`config.mk`:
```
export PLATFORM = sky130hd
export DESIGN_NAME = exa_crosb_input_vc_buffer
export DESIGN_NICKNAME = d
export VERILOG_FILES = /design/src/rtl/exa_crosb_pkg.sv /design/src/rtl/exa_crosb_vc_fifo.sv /design/src/rtl/exa_crosb_input_vc_buffer.sv
export SDC_FILE = /design/constraint.sdc
export NUM_CORES = 2
export LEC_CHECK = 0
export BUFFER_PORTS_ARGS = -buffer_cell sky130_fd_sc_hd__buf_2
export CORE_MARGIN = 5
export CORE_UTILIZATION = 40
export DETAILED_ROUTE_END_ITERATION = 6
export GPL_ROUTABILITY_DRIVEN = 0
export SYNTH_ARGS = -nofsm -noshare
export SYNTH_HDL_FRONTEND = slang
export SYNTH_SLANG_ARGS = --single-unit
```
`constraint.sdc`:
```
create_clock -name clk -period 21 [get_ports clk]
set_input_delay 4.2 -clock clk [delete_from_list [all_inputs] [get_ports clk]]
set_output_delay 4.2 -clock clk [all_outputs]
set_load 0.01 [all_outputs]
```
`src/rtl/exa_crosb_pkg.sv`:
```
// Shared crossbar-input definitions: default topology constants, the flit
// record layout and a small width helper used by the VC buffer.
package exa_crosb_pkg;

  localparam int PRIO_NUM    = 2;
  localparam int VC_NUM      = 2;
  localparam int OUTPUT_NUM  = 4;
  localparam int FLIT_DATA_W = 64;

  // Width of an index into n items; never collapses to zero bits.
  function automatic int clog2_min1(input int n);
    return (n > 1) ? $clog2(n) : 1;
  endfunction

  // Flit record for the default topology; field order {data, last, dest, output_vc}.
  typedef struct packed {
    logic [FLIT_DATA_W-1:0]                        data;
    logic                                          last;
    logic [clog2_min1(OUTPUT_NUM)-1:0]             dest;
    logic [clog2_min1(PRIO_NUM*VC_NUM)-1:0]        output_vc;
  } flit_t;

endpackage

```
`src/rtl/exa_crosb_vc_fifo.sv`:
```
// Single-clock per-channel flit FIFO. Head is read combinationally from the
// storage array, so a write becomes visible one cycle later (no bypass).
// Writes to a full FIFO and reads from an empty one are ignored here.
module exa_crosb_vc_fifo #(
  parameter int DEPTH = 8,
  parameter int W     = 8,
  localparam int AW   = $clog2(DEPTH)
) (
  input  logic          clk,
  input  logic          resetn,
  input  logic          wr_en,
  input  logic [W-1:0]  wr_data,
  input  logic          rd_en,
  output logic [W-1:0]  rd_data,
  output logic          full,
  output logic          empty,
  output logic [AW:0]   count
);

  logic [W-1:0]  mem [DEPTH];
  logic [AW-1:0] wptr, rptr;
  logic          wr_ok, rd_ok;

  assign full    = (count == (AW+1)'(DEPTH));
  assign empty   = (count == '0);
  assign wr_ok   = wr_en && !full;
  assign rd_ok   = rd_en && !empty;
  assign rd_data = mem[rptr];

  // Storage array; contents are don't-care until the occupancy covers them.
  always_ff @(posedge clk) begin
    if (wr_ok) mem[wptr] <= wr_data;
  end

  // Pointers wrap naturally modulo DEPTH; occupancy tracks net change.
  always_ff @(posedge clk) begin
    if (!resetn) begin
      wptr  <= '0;
      rptr  <= '0;
      count <= '0;
    end else begin
      if (wr_ok) wptr <= wptr + 1'b1;
      if (rd_ok) rptr <= rptr + 1'b1;
      case ({wr_ok, rd_ok})
        2'b10:   count <= count + (AW+1)'(1);
        2'b01:   count <= count - (AW+1)'(1);
        default: count <= count;
      endcase
    end
  end

endmodule

```
`src/rtl/exa_crosb_input_vc_buffer.sv`:
```
// Crossbar input VC buffer: one FIFO per (priority, VC) channel, head-field
// fan-out to the arbiter, selected-channel payload mux, registered credit
// return and a sticky overflow flag.
// Optional feature: define EXA_VCBUF_STORE_FWD_EN to request only once a
// complete packet (last flit) is buffered; default is cut-through.
module exa_crosb_input_vc_buffer
  import exa_crosb_pkg::*;
#(
  parameter int PRIO_NUM   = exa_crosb_pkg::PRIO_NUM,
  parameter int VC_NUM     = exa_crosb_pkg::VC_NUM,
  parameter int OUTPUT_NUM = exa_crosb_pkg::OUTPUT_NUM,
  parameter int DEPTH      = 8,
  parameter int DATA_W     = 64,
  localparam int NCH       = PRIO_NUM * VC_NUM,
  localparam int CH_W      = exa_crosb_pkg::clog2_min1(NCH),
  localparam int DEST_W    = exa_crosb_pkg::clog2_min1(OUTPUT_NUM)
) (
  input  logic                         clk,
  input  logic                         resetn,
  input  logic                         i_valid,
  input  logic [CH_W-1:0]              i_ch,
  input  logic [DATA_W-1:0]            i_data,
  input  logic                         i_last,
  input  logic [DEST_W-1:0]            i_dest,
  input  logic [CH_W-1:0]              i_output_vc,
  input  logic                         i_cts,
  input  logic [CH_W-1:0]              i_sel_ch,
  output logic [NCH-1:0]               o_has_packet,
  output logic [NCH-1:0][DEST_W-1:0]   o_dest,
  output logic [NCH-1:0][CH_W-1:0]     o_output_vc,
  output logic [DATA_W-1:0]            o_data,
  output logic                         o_last,
  output logic                         o_credit_valid,
  output logic [CH_W-1:0]              o_credit_ch,
  output logic                         o_overflow
);

  localparam int AW = $clog2(DEPTH);

  typedef struct packed {
    logic [DATA_W-1:0] data;
    logic              last;
    logic [DEST_W-1:0] dest;
    logic [CH_W-1:0]   output_vc;
  } vc_flit_t;

  vc_flit_t       wr_flit;
  vc_flit_t       head [NCH];
  logic [NCH-1:0] full, empty, wr_req, deq;
  logic [AW:0]    occ [NCH];
  vc_flit_t       sel_flit;
  logic           sel_vld;
  logic           ovf_hit;

  assign wr_flit = '{data: i_data, last: i_last, dest: i_dest, output_vc: i_output_vc};

  for (genvar c = 0; c < NCH; c++) begin : g_ch
    // The write check uses pre-dequeue occupancy: a full FIFO drops the
    // write even if its head leaves in the same cycle.
    assign wr_req[c] = i_valid && (i_ch == CH_W'(c));
    assign deq[c]    = i_cts && (i_sel_ch == CH_W'(c)) && !empty[c];

    exa_crosb_vc_fifo #(.DEPTH(DEPTH), .W($bits(vc_flit_t))) u_fifo (
      .clk     (clk),
      .resetn  (resetn),
      .wr_en   (wr_req[c]),
      .wr_data (wr_flit),
      .rd_en   (deq[c]),
      .rd_data (head[c]),
      .full    (full[c]),
      .empty   (empty[c]),
      .count   (occ[c])
    );

    assign o_dest[c]      = empty[c] ? '0 : head[c].dest;
    assign o_output_vc[c] = empty[c] ? '0 : head[c].output_vc;

`ifdef EXA_VCBUF_STORE_FWD_EN
    logic [AW:0] pkt_cnt;
    logic        pkt_inc, pkt_dec;

    assign pkt_inc = wr_req[c] && !full[c] && i_last;
    assign pkt_dec = deq[c] && head[c].last;

    // Count whole packets buffered; a simultaneous in/out leaves it as is.
    always_ff @(posedge clk) begin
      if (!resetn)                  pkt_cnt <= '0;
      else if (pkt_inc && !pkt_dec) pkt_cnt <= pkt_cnt + (AW+1)'(1);
      else if (pkt_dec && !pkt_inc) pkt_cnt <= pkt_cnt - (AW+1)'(1);
    end

    assign o_has_packet[c] = (pkt_cnt != '0);
`else
    assign o_has_packet[c] = !empty[c];
`endif
  end

  // Head of the arbiter-selected channel, with its occupancy qualifier.
  always_comb begin
    sel_flit = '0;
    sel_vld  = 1'b0;
    for (int c = 0; c < NCH; c++) begin
      if (i_sel_ch == CH_W'(c)) begin
        sel_flit = head[c];
        sel_vld  = !empty[c];
      end
    end
  end

  assign o_data = sel_vld ? sel_flit.data : '0;
  assign o_last = sel_vld && sel_flit.last;

  // Any inbound flit aimed at a full channel is an overflow.
  always_comb begin
    ovf_hit = 1'b0;
    for (int c = 0; c < NCH; c++) begin
      if (wr_req[c] && (occ[c] == (AW+1)'(DEPTH))) ovf_hit = 1'b1;
    end
  end

  // One credit per dequeued flit, one cycle after the dequeue.
  always_ff @(posedge clk) begin
    if (!resetn) begin
      o_credit_valid <= 1'b0;
      o_credit_ch    <= '0;
    end else begin
      o_credit_valid <= |deq;
      o_credit_ch    <= (|deq) ? i_sel_ch : '0;
    end
  end

  // Overflow is sticky until reset.
  always_ff @(posedge clk) begin
    if (!resetn)      o_overflow <= 1'b0;
    else if (ovf_hit) o_overflow <= 1'b1;
  end

endmodule

```
==> flow_metrics.env <==
export IMPL_fin_skew_ns=0.0498
export IMPL_synth_top_cell_area_share_pct=76.4
export IMPL_grt_start_max_net_pins=111
export IMPL_via_per_inst=5.78
export IMPL_synth_nets=3925
export IMPL_std_cell_rows=171
export IMPL_critPathKind="input pin to output port"
export IMPL_tightest_slew_ns=1.16
export IMPL_synth_warnings=0
export IMPL_cp_arrival_ns=7.91
export IMPL_yosysMostFrequentCell="edfxtp_1"
export IMPL_fin_crit_sh_pct=57.7
export IMPL_synth_ff_type="edfxtp_1"
export IMPL_grt_pass1_vias=42000
export IMPL_ys_seq_area_share_pct=77.6
export IMPL_clockBufferDepth=3
export IMPL_irDropWorstVdd_mv=0.0854
export IMPL_syn_avg_cell_area_um2=22.7
export IMPL_start_kind="input pin"
export IMPL_cts_hold_buf=0
export IMPL_end_kind="output port"
export IMPL_async_flop_share_pct=0
export IMPL_grt_pass1_wl_um=314000
export IMPL_synth_edf_count=2208
export IMPL_p_int_w=0.00735
export IMPL_drive_gt1_share_pct=28.4
export IMPL_cellPowerDensity_nw_per_um2=94.2
export IMPL_first_pass_iters=5
export IMPL_slew_violations=0
export IMPL_min_period_ns=12.11
export IMPL_cts_resized=0
export IMPL_areaGrowthSynthToFinish_pct=13.3
export IMPL_power_leakage_nw=29.7
export IMPL_initial_core_util_pct=40.1
export IMPL_switching_share_pct=20.7
export IMPL_insertion_delay_ns=0.87
export IMPL_finalPower_w=0.00926
export IMPL_fmax_ghz=0.0826
export IMPL_yosysTopAreaCell="edfxtp_1"
export IMPL_setup_tns_ns=0
export IMPL_fin_nets=4204
export IMPL_grt_use_total_pct=19.5
export IMPL_routedWlPerCell_um=30.8
export IMPL_rsz0062_at_grt="false"
export IMPL_path_clk_slew_ns=0.06
export IMPL_core_region_area_um2=217000
export IMPL_die_x_um=476
export IMPL_routed_wl_um=221000
export IMPL_synthTopCellsByCount="2208 x edfxtp_1, 530 x mux4_2, 125 x nor2b_1"
export IMPL_die_h_um=476
export IMPL_netlist_area_um2=86800
export IMPL_vias=41300
export IMPL_final_setup_viol_count=0
export IMPL_cts_tree="built"
export IMPL_netlist_instances=3828
export IMPL_synth_cell_type_count=59
export IMPL_cts_sinks=2264
export IMPL_ys_ff_latch=2264
export IMPL_antenna_found_initial=20
export IMPL_cts_max_level=4
export IMPL_drv_cap=0
export IMPL_hold_class="register to register"
export IMPL_crit_fanout=33
export IMPL_status="completed"
export IMPL_grt_overflow=0
export IMPL_port_buffers=165
export IMPL_critPathRequiredTime_ns=16.80
export IMPL_seq_power_share_pct=53.9
export IMPL_final_util_pct=45.4
export IMPL_drc_errors=0
export IMPL_first_iter_violations=4575
export IMPL_hold_viol=0
export IMPL_cts_setup_buffers=0
export IMPL_clock_power_share_pct=43.2
export IMPL_pin_count=166
export IMPL_cts_buffers=222
export IMPL_switching_power_w=0.00191
export IMPL_ant_nets=0
export IMPL_dp_hpwl_um=114000
export IMPL_slew_headroom_pct=21.8
export IMPL_clk_root_buffer_cell="clkbuf_16"
export IMPL_synth_area_leaders="edfxtp_1 76%, mux4_2 14%, dfxtp_1 1.3%"
export IMPL_p_comb_share_pct=3.0
export IMPL_die_area_um2=227000
worst max-delay path: stages:
cell and delay, ns:
buf_2 0.08, buf_4 0.40, and2b_1 0.57, nand2b_4 0.52, buf_4 0.65, o22a_1 0.21
o221ai_1 0.10, nor4_1 0.81, buf_2 0.28
final cells by class:
| cell class | instances | area (um2) |
|---|---|---|
| Fill cell | 18100 | 118000 |
| Sequential cell | 2264 | 67500 |
| Multi-Input combinational cell | 1338 | 18300 |
| Clock buffer | 270 | 5810 |
| Tap cell | 2854 | 3570 |
| Timing Repair Buffer | 272 | 1680 |
| Clock inverter | 145 | 1530 |
| Inverter | 9 | 33.8 |
| Antenna cell | 6 | 15.0 |
path summary, 6_finish.rpt:
kind | startpoint | end | slack (ns) | cells past startpoint
worst min-delay path | o_overflow$_SDFFE_PN0P_ | o_overflow$_SDFFE_PN0P_ | 0.50 | 2
worst max-delay path | i_sel_ch[0] | o_data[60] | 8.89 | 9
worst max register to register | g_ch[3].u_fifo.count[1]$_SDFFE_PN0P_ | g_ch[3].u_fifo.mem[6][24]$_DFFE_PP_ | 16.81 | 6
worst min register to register | o_overflow$_SDFFE_PN0P_ | o_overflow$_SDFFE_PN0P_ | 0.50 | 2
through the flow:
stage	hold WS [ns]	cells	instance area (um2)	worst slack [ns]
2_1_floorplan	0.460	3828	86800	8.86
3_3_place_gp	0.475	6737	91000	8.94
3_5_place_dp	0.489	6737	91000	8.85
4_1_cts	0.502	7152	98400	8.84
5_1_grt	0.541	7155	98400	8.85
6_report	0.496	7158	98400	8.89
cells in the final DEF, fill, tap and decap left out, types with 5 or more instances in the layout:
master	synthesis	routed
a2111oi_1	10	10
a211oi_1	93	93
a211oi_2	17	17
a21boi_0	8	8
a21oi_1	12	12
a311oi_1	8	8
a31oi_1	13	13
and2_1	23	23
buf_2	94	165
buf_4	40	103
bufinv_16	0	25
clkbuf_1	44	44
clkbuf_16	0	225
clkinv_1	1	57
clkinv_2	0	38
clkinv_4	0	6
clkinvlp_4	0	5
dfxtp_1	56	46
dfxtp_4	0	10
diode_2	0	6
edfxtp_1	2208	2208
ha_1	20	20
inv_1	6	6
mux2_2	25	25
mux2i_1	67	67
mux4_2	530	530
nand2_1	35	34
nand2b_1	17	15
nor2_1	51	30
nor2_4	0	21
nor2b_1	125	125
nor3_2	0	10
nor3b_1	7	7
nor4_1	55	52
o21ai_0	11	11
o221ai_1	54	54
o22a_1	54	54
o22ai_1	19	19
xnor2_1	10	10
xor2_1	18	18
kinds of logic (layout without fill, tap and decap cells):
family,after synthesis,in the layout,share of synthesized area (%)
XOR/XNOR,28,28,0.282
buffers and inverters,226,696,1.61
other,0,6,0
multiplexers,622,622,14.8
AO/OA/AOI/OAI,311,311,2.89
AND/OR/NAND/NOR,357,357,2.44
flip-flops,2264,2264,77.6
adder cells (fa/ha/maj),20,20,0.288
sequential cells by signal (all words and copies together) (netlist names), named ones only:
register / cells
o_credit_ch: 2
o_credit_valid: 1
g_ch.u_fifo.count: 16
o_overflow: 1
g_ch.u_fifo.mem: 2208
g_ch.u_fifo.wptr: 12
g_ch.u_fifo.rptr: 12
power groups by stage:
stage / Combinational [W] / Sequential [W] / Clock (W)
finish: 0.000275 / 0.00499 / 0.00400
global route: 0.000295 / 0.00499 / 0.00427
CTS: 0.000280 / 0.00499 / 0.00408
detailed placement: 0.000279 / 0.00509 / 0
global placement: 0.000273 / 0.00508 / 0
floorplan: 0.000132 / 0.00509 / 0
metal layers:
layer  track usage (%)  share of wire [%]  up-vias
li1                  -                  -    16900
met4              5.87                3.0        6
met2              31.6                 48     1585
met5                 0              0.018        -
met3              3.68                7.1      376
met1              27.0                 42    22500
No activity file was read; power rests on OpenSTA's default activity.
